<file path="config.mk">
export PLATFORM = sky130hd
export DESIGN_NAME = seg7_capture_decoder_flat
export DESIGN_NICKNAME = d
export VERILOG_FILES = /design/src/rtl/seg7_pkg.sv /design/src/rtl/seg7_capture_decoder_if.sv /design/src/rtl/seg7_lut.sv /design/src/rtl/seg7_capture_decoder.sv /design/src/flat_wrapper.sv
export SDC_FILE = /design/constraint.sdc
export NUM_CORES = 1
export LEC_CHECK = 0
export CELL_PAD_IN_SITES_DETAIL_PLACEMENT = 0
export CELL_PAD_IN_SITES_GLOBAL_PLACEMENT = 1
export CORE_ASPECT_RATIO = 0.7
export CORE_MARGIN = 2
export CORE_UTILIZATION = 47
export DETAILED_ROUTE_END_ITERATION = 6
export GPL_TIMING_DRIVEN = 0
export PLACE_DENSITY = 0.85
export SLEW_MARGIN = 10
export SYNTH_ARGS = -nofsm -noshare
export SYNTH_HDL_FRONTEND = slang
export SYNTH_SLANG_ARGS = --single-unit
export TNS_END_PERCENT = 30
</file>
<file path="constraint.sdc">
create_clock -name clk_2 -period 5.14 [get_ports clk_2]
set_input_delay 0.514 -clock clk_2 [delete_from_list [all_inputs] [get_ports clk_2]]
set_output_delay 0.514 -clock clk_2 [all_outputs]
set_load 0.01 [all_outputs]
</file>
<file path="src/rtl/seg7_pkg.sv">
// Shared constants and types for the seven-segment capture/decode slice.
// Segment patterns use bit7 = dp and bits6:0 = g..a.
package seg7_pkg;

  localparam logic [7:0] SEG_ZERO    = 8'h3F;
  localparam logic [7:0] SEG_UNO     = 8'h06;
  localparam logic [7:0] SEG_DUE     = 8'h5B;
  localparam logic [7:0] SEG_TRE     = 8'h4F;
  localparam logic [7:0] SEG_QUATTRO = 8'h66;
  localparam logic [7:0] SEG_CINQUE  = 8'h6D;
  localparam logic [7:0] SEG_SEI     = 8'h7D;
  localparam logic [7:0] SEG_SETTE   = 8'h07;
  localparam logic [7:0] SEG_OTTO    = 8'h7F;
  localparam logic [7:0] SEG_NOVE    = 8'h6F;
  localparam logic [7:0] SEG_BLANK   = 8'h00;
  localparam logic [7:0] SEG_DP      = 8'h80;

  typedef enum logic [1:0] {
    BLANK    = 2'd0,
    SETTLING = 2'd1,
    LOCKED   = 2'd2,
    ERROR    = 2'd3
  } seg_state_t;

endpackage

</file>
<file path="src/rtl/seg7_capture_decoder_if.sv">
// Segment bus plus decoded result fields; master drives the pattern,
// slave (the decoder) returns the committed digit, flags, history and count.
interface seg7_capture_decoder_if #(
  parameter int NBITS_TOP  = 8,
  parameter int HIST_DEPTH = 4
);
  logic [NBITS_TOP-1:0]    seg_in;
  logic [3:0]              digit;
  logic                    dp;
  logic                    digit_valid;
  logic                    err_pattern;
  logic                    blank;
  logic [4*HIST_DEPTH-1:0] hist;
  logic [7:0]              change_count;

  modport master (
    output seg_in,
    input  digit, dp, digit_valid, err_pattern, blank, hist, change_count
  );

  modport slave (
    input  seg_in,
    output digit, dp, digit_valid, err_pattern, blank, hist, change_count
  );
endinterface

</file>
<file path="src/rtl/seg7_lut.sv">
// Reverse seven-segment lookup: bits g..a back to a BCD digit.
// This is the single home of the decode table.
module seg7_lut
  import seg7_pkg::*;
(
  input  logic [6:0] pattern,
  output logic [3:0] digit,
  output logic       is_digit,
  output logic       is_blank
);

  // NOTE: every output gets a default before the case so no latch is inferred.
  always_comb begin
    digit    = 4'd0;
    is_digit = 1'b1;
    is_blank = (pattern == SEG_BLANK[6:0]);
    case (pattern)
      SEG_ZERO[6:0]:    digit = 4'd0;
      SEG_UNO[6:0]:     digit = 4'd1;
      SEG_DUE[6:0]:     digit = 4'd2;
      SEG_TRE[6:0]:     digit = 4'd3;
      SEG_QUATTRO[6:0]: digit = 4'd4;
      SEG_CINQUE[6:0]:  digit = 4'd5;
      SEG_SEI[6:0]:     digit = 4'd6;
      SEG_SETTE[6:0]:   digit = 4'd7;
      SEG_OTTO[6:0]:    digit = 4'd8;
      SEG_NOVE[6:0]:    digit = 4'd9;
      default:          is_digit = 1'b0;
    endcase
  end

endmodule

</file>
<file path="src/rtl/seg7_capture_decoder.sv">
// Samples a segment bus, commits a pattern once it has held for STABLE_CYCLES
// edges, decodes it and keeps a digit history and a saturating commit counter.
module seg7_capture_decoder
  import seg7_pkg::*;
#(
  parameter int NBITS_TOP     = 8,
  parameter int STABLE_CYCLES = 4,
  parameter int HIST_DEPTH    = 4
) (
  input  logic                   clk_2,
  input  logic                   reset,
  seg7_capture_decoder_if.slave  bus
);

  localparam logic [7:0] CNT_LAST = 8'(STABLE_CYCLES - 1);
  localparam int         HW       = 4 * HIST_DEPTH;

  logic [NBITS_TOP-1:0] seg_q, seg_d;
  logic [NBITS_TOP-1:0] last_seg_q, last_seg_d;
  logic [7:0]           cnt_q, cnt_d;
  seg_state_t           state_q, state_d;
  logic [3:0]           digit_q, digit_d;
  logic                 dp_q, dp_d;
  logic                 digit_valid_q, digit_valid_d;
  logic                 err_pattern_q, err_pattern_d;
  logic                 blank_q, blank_d;
  logic [HW-1:0]        hist_q, hist_d;
  logic [7:0]           change_count_q, change_count_d;

  logic [3:0] lut_digit;
  logic       lut_is_digit;
  logic       lut_is_blank;

  // Decode the registered sample; at commit it equals seg_in by definition.
  seg7_lut u_lut (
    .pattern  (seg_q[6:0]),
    .digit    (lut_digit),
    .is_digit (lut_is_digit),
    .is_blank (lut_is_blank)
  );

  always_comb begin
    seg_d          = bus.seg_in;
    last_seg_d     = last_seg_q;
    cnt_d          = cnt_q;
    state_d        = state_q;
    digit_d        = digit_q;
    dp_d           = dp_q;
    digit_valid_d  = 1'b0;
    err_pattern_d  = 1'b0;
    blank_d        = blank_q;
    hist_d         = hist_q;
    change_count_d = change_count_q;

    if (bus.seg_in != seg_q) begin
      cnt_d   = 8'd0;
      state_d = SETTLING;
    end else if (state_q == SETTLING) begin
      if (cnt_q != CNT_LAST) begin
        cnt_d = cnt_q + 8'd1;
      end else if (lut_is_blank) begin
        state_d = BLANK;
        blank_d = 1'b1;
      end else if (lut_is_digit) begin
        state_d = LOCKED;
        blank_d = 1'b0;
        // Re-committing the last accepted pattern is silent.
        if (seg_q != last_seg_q) begin
          digit_d       = lut_digit;
          dp_d          = seg_q[NBITS_TOP-1];
          digit_valid_d = 1'b1;
          hist_d        = hist_q << 4;
          hist_d[3:0]   = lut_digit;
          last_seg_d    = seg_q;
          if (change_count_q != 8'hFF) change_count_d = change_count_q + 8'd1;
        end
      end else begin
        state_d       = ERROR;
        blank_d       = 1'b0;
        err_pattern_d = 1'b1;
        last_seg_d    = seg_q;
      end
    end
  end

  // NOTE: sequential state uses non-blocking assignments so every flop samples
  // the pre-edge value of its neighbours.
  always_ff @(posedge clk_2 or posedge reset) begin
    if (reset) begin
      seg_q          <= SEG_BLANK[NBITS_TOP-1:0];
      last_seg_q     <= SEG_BLANK[NBITS_TOP-1:0];
      cnt_q          <= 8'd0;
      state_q        <= BLANK;
      digit_q        <= 4'd0;
      dp_q           <= 1'b0;
      digit_valid_q  <= 1'b0;
      err_pattern_q  <= 1'b0;
      blank_q        <= 1'b1;
      hist_q         <= '0;
      change_count_q <= 8'd0;
    end else begin
      seg_q          <= seg_d;
      last_seg_q     <= last_seg_d;
      cnt_q          <= cnt_d;
      state_q        <= state_d;
      digit_q        <= digit_d;
      dp_q           <= dp_d;
      digit_valid_q  <= digit_valid_d;
      err_pattern_q  <= err_pattern_d;
      blank_q        <= blank_d;
      hist_q         <= hist_d;
      change_count_q <= change_count_d;
    end
  end

  assign bus.digit        = digit_q;
  assign bus.dp           = dp_q;
  assign bus.digit_valid  = digit_valid_q;
  assign bus.err_pattern  = err_pattern_q;
  assign bus.blank        = blank_q;
  assign bus.hist         = hist_q;
  assign bus.change_count = change_count_q;

endmodule

</file>
<file path="src/flat_wrapper.sv">
// flat-port wrapper written by rule: the top's interface ports become plain ports
module seg7_capture_decoder_flat import seg7_pkg::*;
#(
  parameter int NBITS_TOP     = 8,
  parameter int STABLE_CYCLES = 4,
  parameter int HIST_DEPTH    = 4
)
  (clk_2, reset, bus_seg_in, bus_digit, bus_dp, bus_digit_valid, bus_err_pattern, bus_blank, bus_hist, bus_change_count);
  seg7_capture_decoder_if #(.NBITS_TOP(NBITS_TOP), .HIST_DEPTH(HIST_DEPTH)) bus_i ();
  input  logic clk_2;
  input  logic reset;
  input wire logic [$bits(bus_i.seg_in)-1:0] bus_seg_in;
  output wire logic [$bits(bus_i.digit)-1:0] bus_digit;
  output wire logic [$bits(bus_i.dp)-1:0] bus_dp;
  output wire logic [$bits(bus_i.digit_valid)-1:0] bus_digit_valid;
  output wire logic [$bits(bus_i.err_pattern)-1:0] bus_err_pattern;
  output wire logic [$bits(bus_i.blank)-1:0] bus_blank;
  output wire logic [$bits(bus_i.hist)-1:0] bus_hist;
  output wire logic [$bits(bus_i.change_count)-1:0] bus_change_count;
  assign bus_i.seg_in = bus_seg_in;
  assign bus_digit = bus_i.digit;
  assign bus_dp = bus_i.dp;
  assign bus_digit_valid = bus_i.digit_valid;
  assign bus_err_pattern = bus_i.err_pattern;
  assign bus_blank = bus_i.blank;
  assign bus_hist = bus_i.hist;
  assign bus_change_count = bus_i.change_count;
  seg7_capture_decoder #(.NBITS_TOP(NBITS_TOP), .STABLE_CYCLES(STABLE_CYCLES), .HIST_DEPTH(HIST_DEPTH)) u_core (.clk_2(clk_2), .reset(reset), .bus(bus_i));
endmodule
</file>
==> run_results.csv <==
group,metric,value,unit
timing,finalHoldViolCount,0,
setup_path,cp.arrival,3.21,ns
clocking,cts.sinks,54,
clocking,root_buffer,"clkbuf_8",
logic_synthesis,synth_top_cell_area_share,48.20,%
worst_hold_path,hp-class,"in2async",
floorplanning,start_util,48.29,%
floorplanning,die_height,68.02,um
setup_path,start_kind,"flip-flop",
power,pwr-share-seq,60.2,%
logic_synthesis,yosysWarningCount,0,
floorplanning,die_w,95.45,um
logic_synthesis,syn_inst,219,
timing,slew_viol_final,0,
setup_path,r2r_cells,8,
grt,grt_usage,17.80,%
timing,final.period_utilization,58.59,%
timing,rsz0062_at_grt,"no",
clocking,path_clk_slew,0.10,ns
grt,grtUsageMet1,26.74,%
clocking,cts_buffers,5,
clocking,clk_latency,0.30,ns
setup_path,crit_chain,"ha_1 > nor4b_1 > nand3_1 > nand4bb_1 > buf_6 > a211oi_4 > buf_8 > mux2_4",
setup_path,worstPathRequired,5.33,ns
grt,grt_use_met2,26.50,%
logic_synthesis,synthFlopType,"dfrtp_1",
timing,setup_violations,0,
layout,fin_cells,344,
setup_path,crit_start,"u_core.cnt_q[0]",
logic_synthesis,synthTopCellsByArea,"dfrtp_1 (48%), xor2_1 (6.7%), mux2_2 (6.5%)",
logic_synthesis,yosysSeqAreaShare,49.16,%
power,clock_power_share,32.7,%
timing,final.setup.tns,0,ns
power,leakage,0.001448,uW
grt,grt.met3_usage,3.744,%
floorplanning,ios,42,
clocking,postCtsSetupBuffers,0,
timing,fin_crit,3.012,ns
power,power_density,212.9,nW/um2
grt,antenna_found_initial,0,
logic_synthesis,syn-cell-area,2751,um2
setup_path,max_stage_delay,0.53,ns
power,ir_drop,0.1501,mV
setup_path,crit_slowest_cell,"a211oi_4",
timing,fmax,332.1,MHz
drt,num_vias,1839,
timing,maxSlewHeadroom,57.69,%
setup_path,endpoint,"u_core.bus.hist[7]",
layout,diodes,0,
grt,grt_max_degree,38,
placement,place.gp.congestion,0.7982,
drt,drc,0,
layout,area_delta_synth_final,22.19,%
logic_synthesis,synth_seq_cells,54,
drt,vias_per_cell,5.346,
layout,nets,280,
placement,dp.cells,336,
logic_synthesis,async_flop_share,100.0,%
setup_path,cp_max_fo,10,
logic_synthesis,synth_edf_count,0,
logic_synthesis,syn_area_per_cell,12.56,um2
setup_path,worstSetupPathType,"reg2reg",
placement,dp_hpwl,3.697,mm
drt,drtAntennaViolNets,0,
power,p_sw,170.5,uW
setup_path,path_depth,8,
setup_path,rrSetupSlack,2.13,ns
drt,drt_pass1_iterations,4,
placement,io_buffer_count,41,
floorplanning,fp-row-count,23,
setup_path,path_buf_inv,2,
power,internal_power,545.2,uW
logic_synthesis,synth_nets,231,
power,combinationalPowerShare,7.1,%
floorplanning,die_area,6492,um2
grt,first_global_vias,1756,
clocking,cts_resized,0,
logic_synthesis,yosysTopAreaCell,"dfrtp_1",
layout,drive_above_1_share,24.91,%
status,status,"finished, final reports clean",
logic_synthesis,ys_types,50,
floorplanning,core_area,5698,um2
setup_path,reg2reg_to,"u_core.bus.hist[7]",
timing,skew,0.01225,ns
clocking,ctsHoldBuffers,0,
setup_path,critPathTopFamily,"simple AND/OR/NAND/NOR gates",
power,netSwitchingFraction,23.83,%
drt,avgRoutedWirePerCell,14.83,um
drt,drt_iter0_markers,116,
grt,overflow,0,
clocking,cts_tree,"built",
grt,grt-busiest-layer,"met1",
timing,tightest_slew,0.6340,ns
drt,finalWirelength,5.103,mm
grt,grt_pass1_wl,8.756,mm
clocking,clockBufferDepth,2,
run,drv_cap,0,
setup_path,rr_startpoint,"u_core.cnt_q[0]",
setup_path,crit_path_end_kind,"flip-flop",
clocking,htree_levels,2,
kinds of logic (layout without fill, tap and decap cells):
logic type	Yosys count	in the layout	synth area share (%)
buf+inv	19	69	4.547
compound gates	25	25	9.777
xor+xnor	31	31	9.868
flops	54	54	49.16
fa+ha+maj	2	2	0.9094
mux	26	26	11.82
simple gates	62	62	13.92
power groups by stage:
stage | combinational, uW | clock, uW | sequential (uW)
2_1_floorplan | 33.0 | 0 | 438
3_3_place_gp | 49.2 | 0 | 439
3_5_place_dp | 51.9 | 0 | 439
4_1_cts | 52.1 | 243 | 431
5_1_grt | 57.3 | 260 | 431
6_report | 51.0 | 234 | 431
flip-flops by register name (all words and copies together), names as in the netlist, 2 cells and up:
signal,count
u_core.seg_q,8
u_core.last_seg_q,8
u_core.state_q,2
u_core.cnt_q,8
u_core.bus.hist,16
u_core.bus.change_count,8
worst register-to-register path: stages (launching register included):
cell and delay, ns:
dfrtp_1 0.44, ha_1 0.24, nor4b_1 0.44, nand3_1 0.24
nand4bb_1 0.28, buf_6 0.19, a211oi_4 0.53, buf_8 0.24
mux2_4 0.31
per-stage QoR:
step	utilization [%]	power [uW]	hold WS [ns]	cell area [um2]	worst slack (ns)
after floorplan	-	471.4	0.4833	2751	2.622
after detailed placement	57.49	490.8	0.4947	3276	1.965
final	59.00	715.7	0.5066	3362	2.128
after global placement	57.14	488.1	0.4847	3256	1.982
after global routing	59.00	748.1	0.5232	3362	1.848
after CTS	59.00	725.9	0.5150	3362	2.091
Yosys cell counts (5+ instances only):
| cell | n |
|---|---|
| a2111oi_2 | 7 |
| buf_2 | 7 |
| buf_4 | 5 |
| dfrtp_1 | 53 |
| mux2_2 | 16 |
| mux2_4 | 9 |
| nand2_1 | 6 |
| nand3_1 | 8 |
| nand4_1 | 9 |
| nor2_1 | 13 |
| xnor2_1 | 10 |
| xor2_1 | 21 |
cell usage in the layout, fill, tap and decap left out, types with 2 or more instances in the layout:
cell type | synthesis | layout
ha_1 | 2 | 2
buf_2 | 7 | 7
clkdlybuf4s50_1 | 0 | 41
a21oi_1 | 3 | 3
o31ai_1 | 2 | 2
xnor2_1 | 10 | 10
and4_1 | 3 | 3
buf_6 | 2 | 2
clkbuf_8 | 0 | 5
and2_1 | 3 | 3
nor2_1 | 13 | 13
dfrtp_1 | 53 | 53
nor4_1 | 2 | 2
and3_1 | 3 | 3
buf_4 | 5 | 5
nand2_1 | 6 | 6
xor2_1 | 21 | 21
nor4bb_1 | 2 | 2
mux2_2 | 16 | 16
inv_1 | 4 | 3
a2111oi_2 | 7 | 7
nor4_2 | 2 | 2
mux2_4 | 9 | 9
nand3_1 | 8 | 8
nand4_1 | 9 | 9
routing by layer:
metal | share of wire, % | vias to the layer above
li1 | - | 887
met1 | 52 | 914
met2 | 44 | 36
met3 | 4.1 | 2
met4 | 0.45 | 0
met5 | 0 | -
cell type report:
type	count	area, um2
Fill cell	496	2336
Sequential cell	54	1353
Multi-Input combinational cell	146	1274
Timing Repair Buffer	42	430.4
Buffer	15	110.1
Tap cell	75	93.84
Clock buffer	6	72.57
Inverter	4	15.01
Clock inverter	2	13.76
worst min path at each step:
stage,startpoint,endpoint
6_report,reset,u_core.cnt_q[6]
5_1_grt,reset,u_core.cnt_q[6]
4_1_cts,u_core.bus.change_count[5],u_core.bus.change_count[5]
3_5_place_dp,u_core.bus.dp,u_core.bus.dp
3_3_place_gp,u_core.bus.change_count[7],u_core.bus.change_count[7]
2_1_floorplan,u_core.state_q[0],u_core.state_q[0]
No activity file was read; power rests on OpenSTA's default activity.
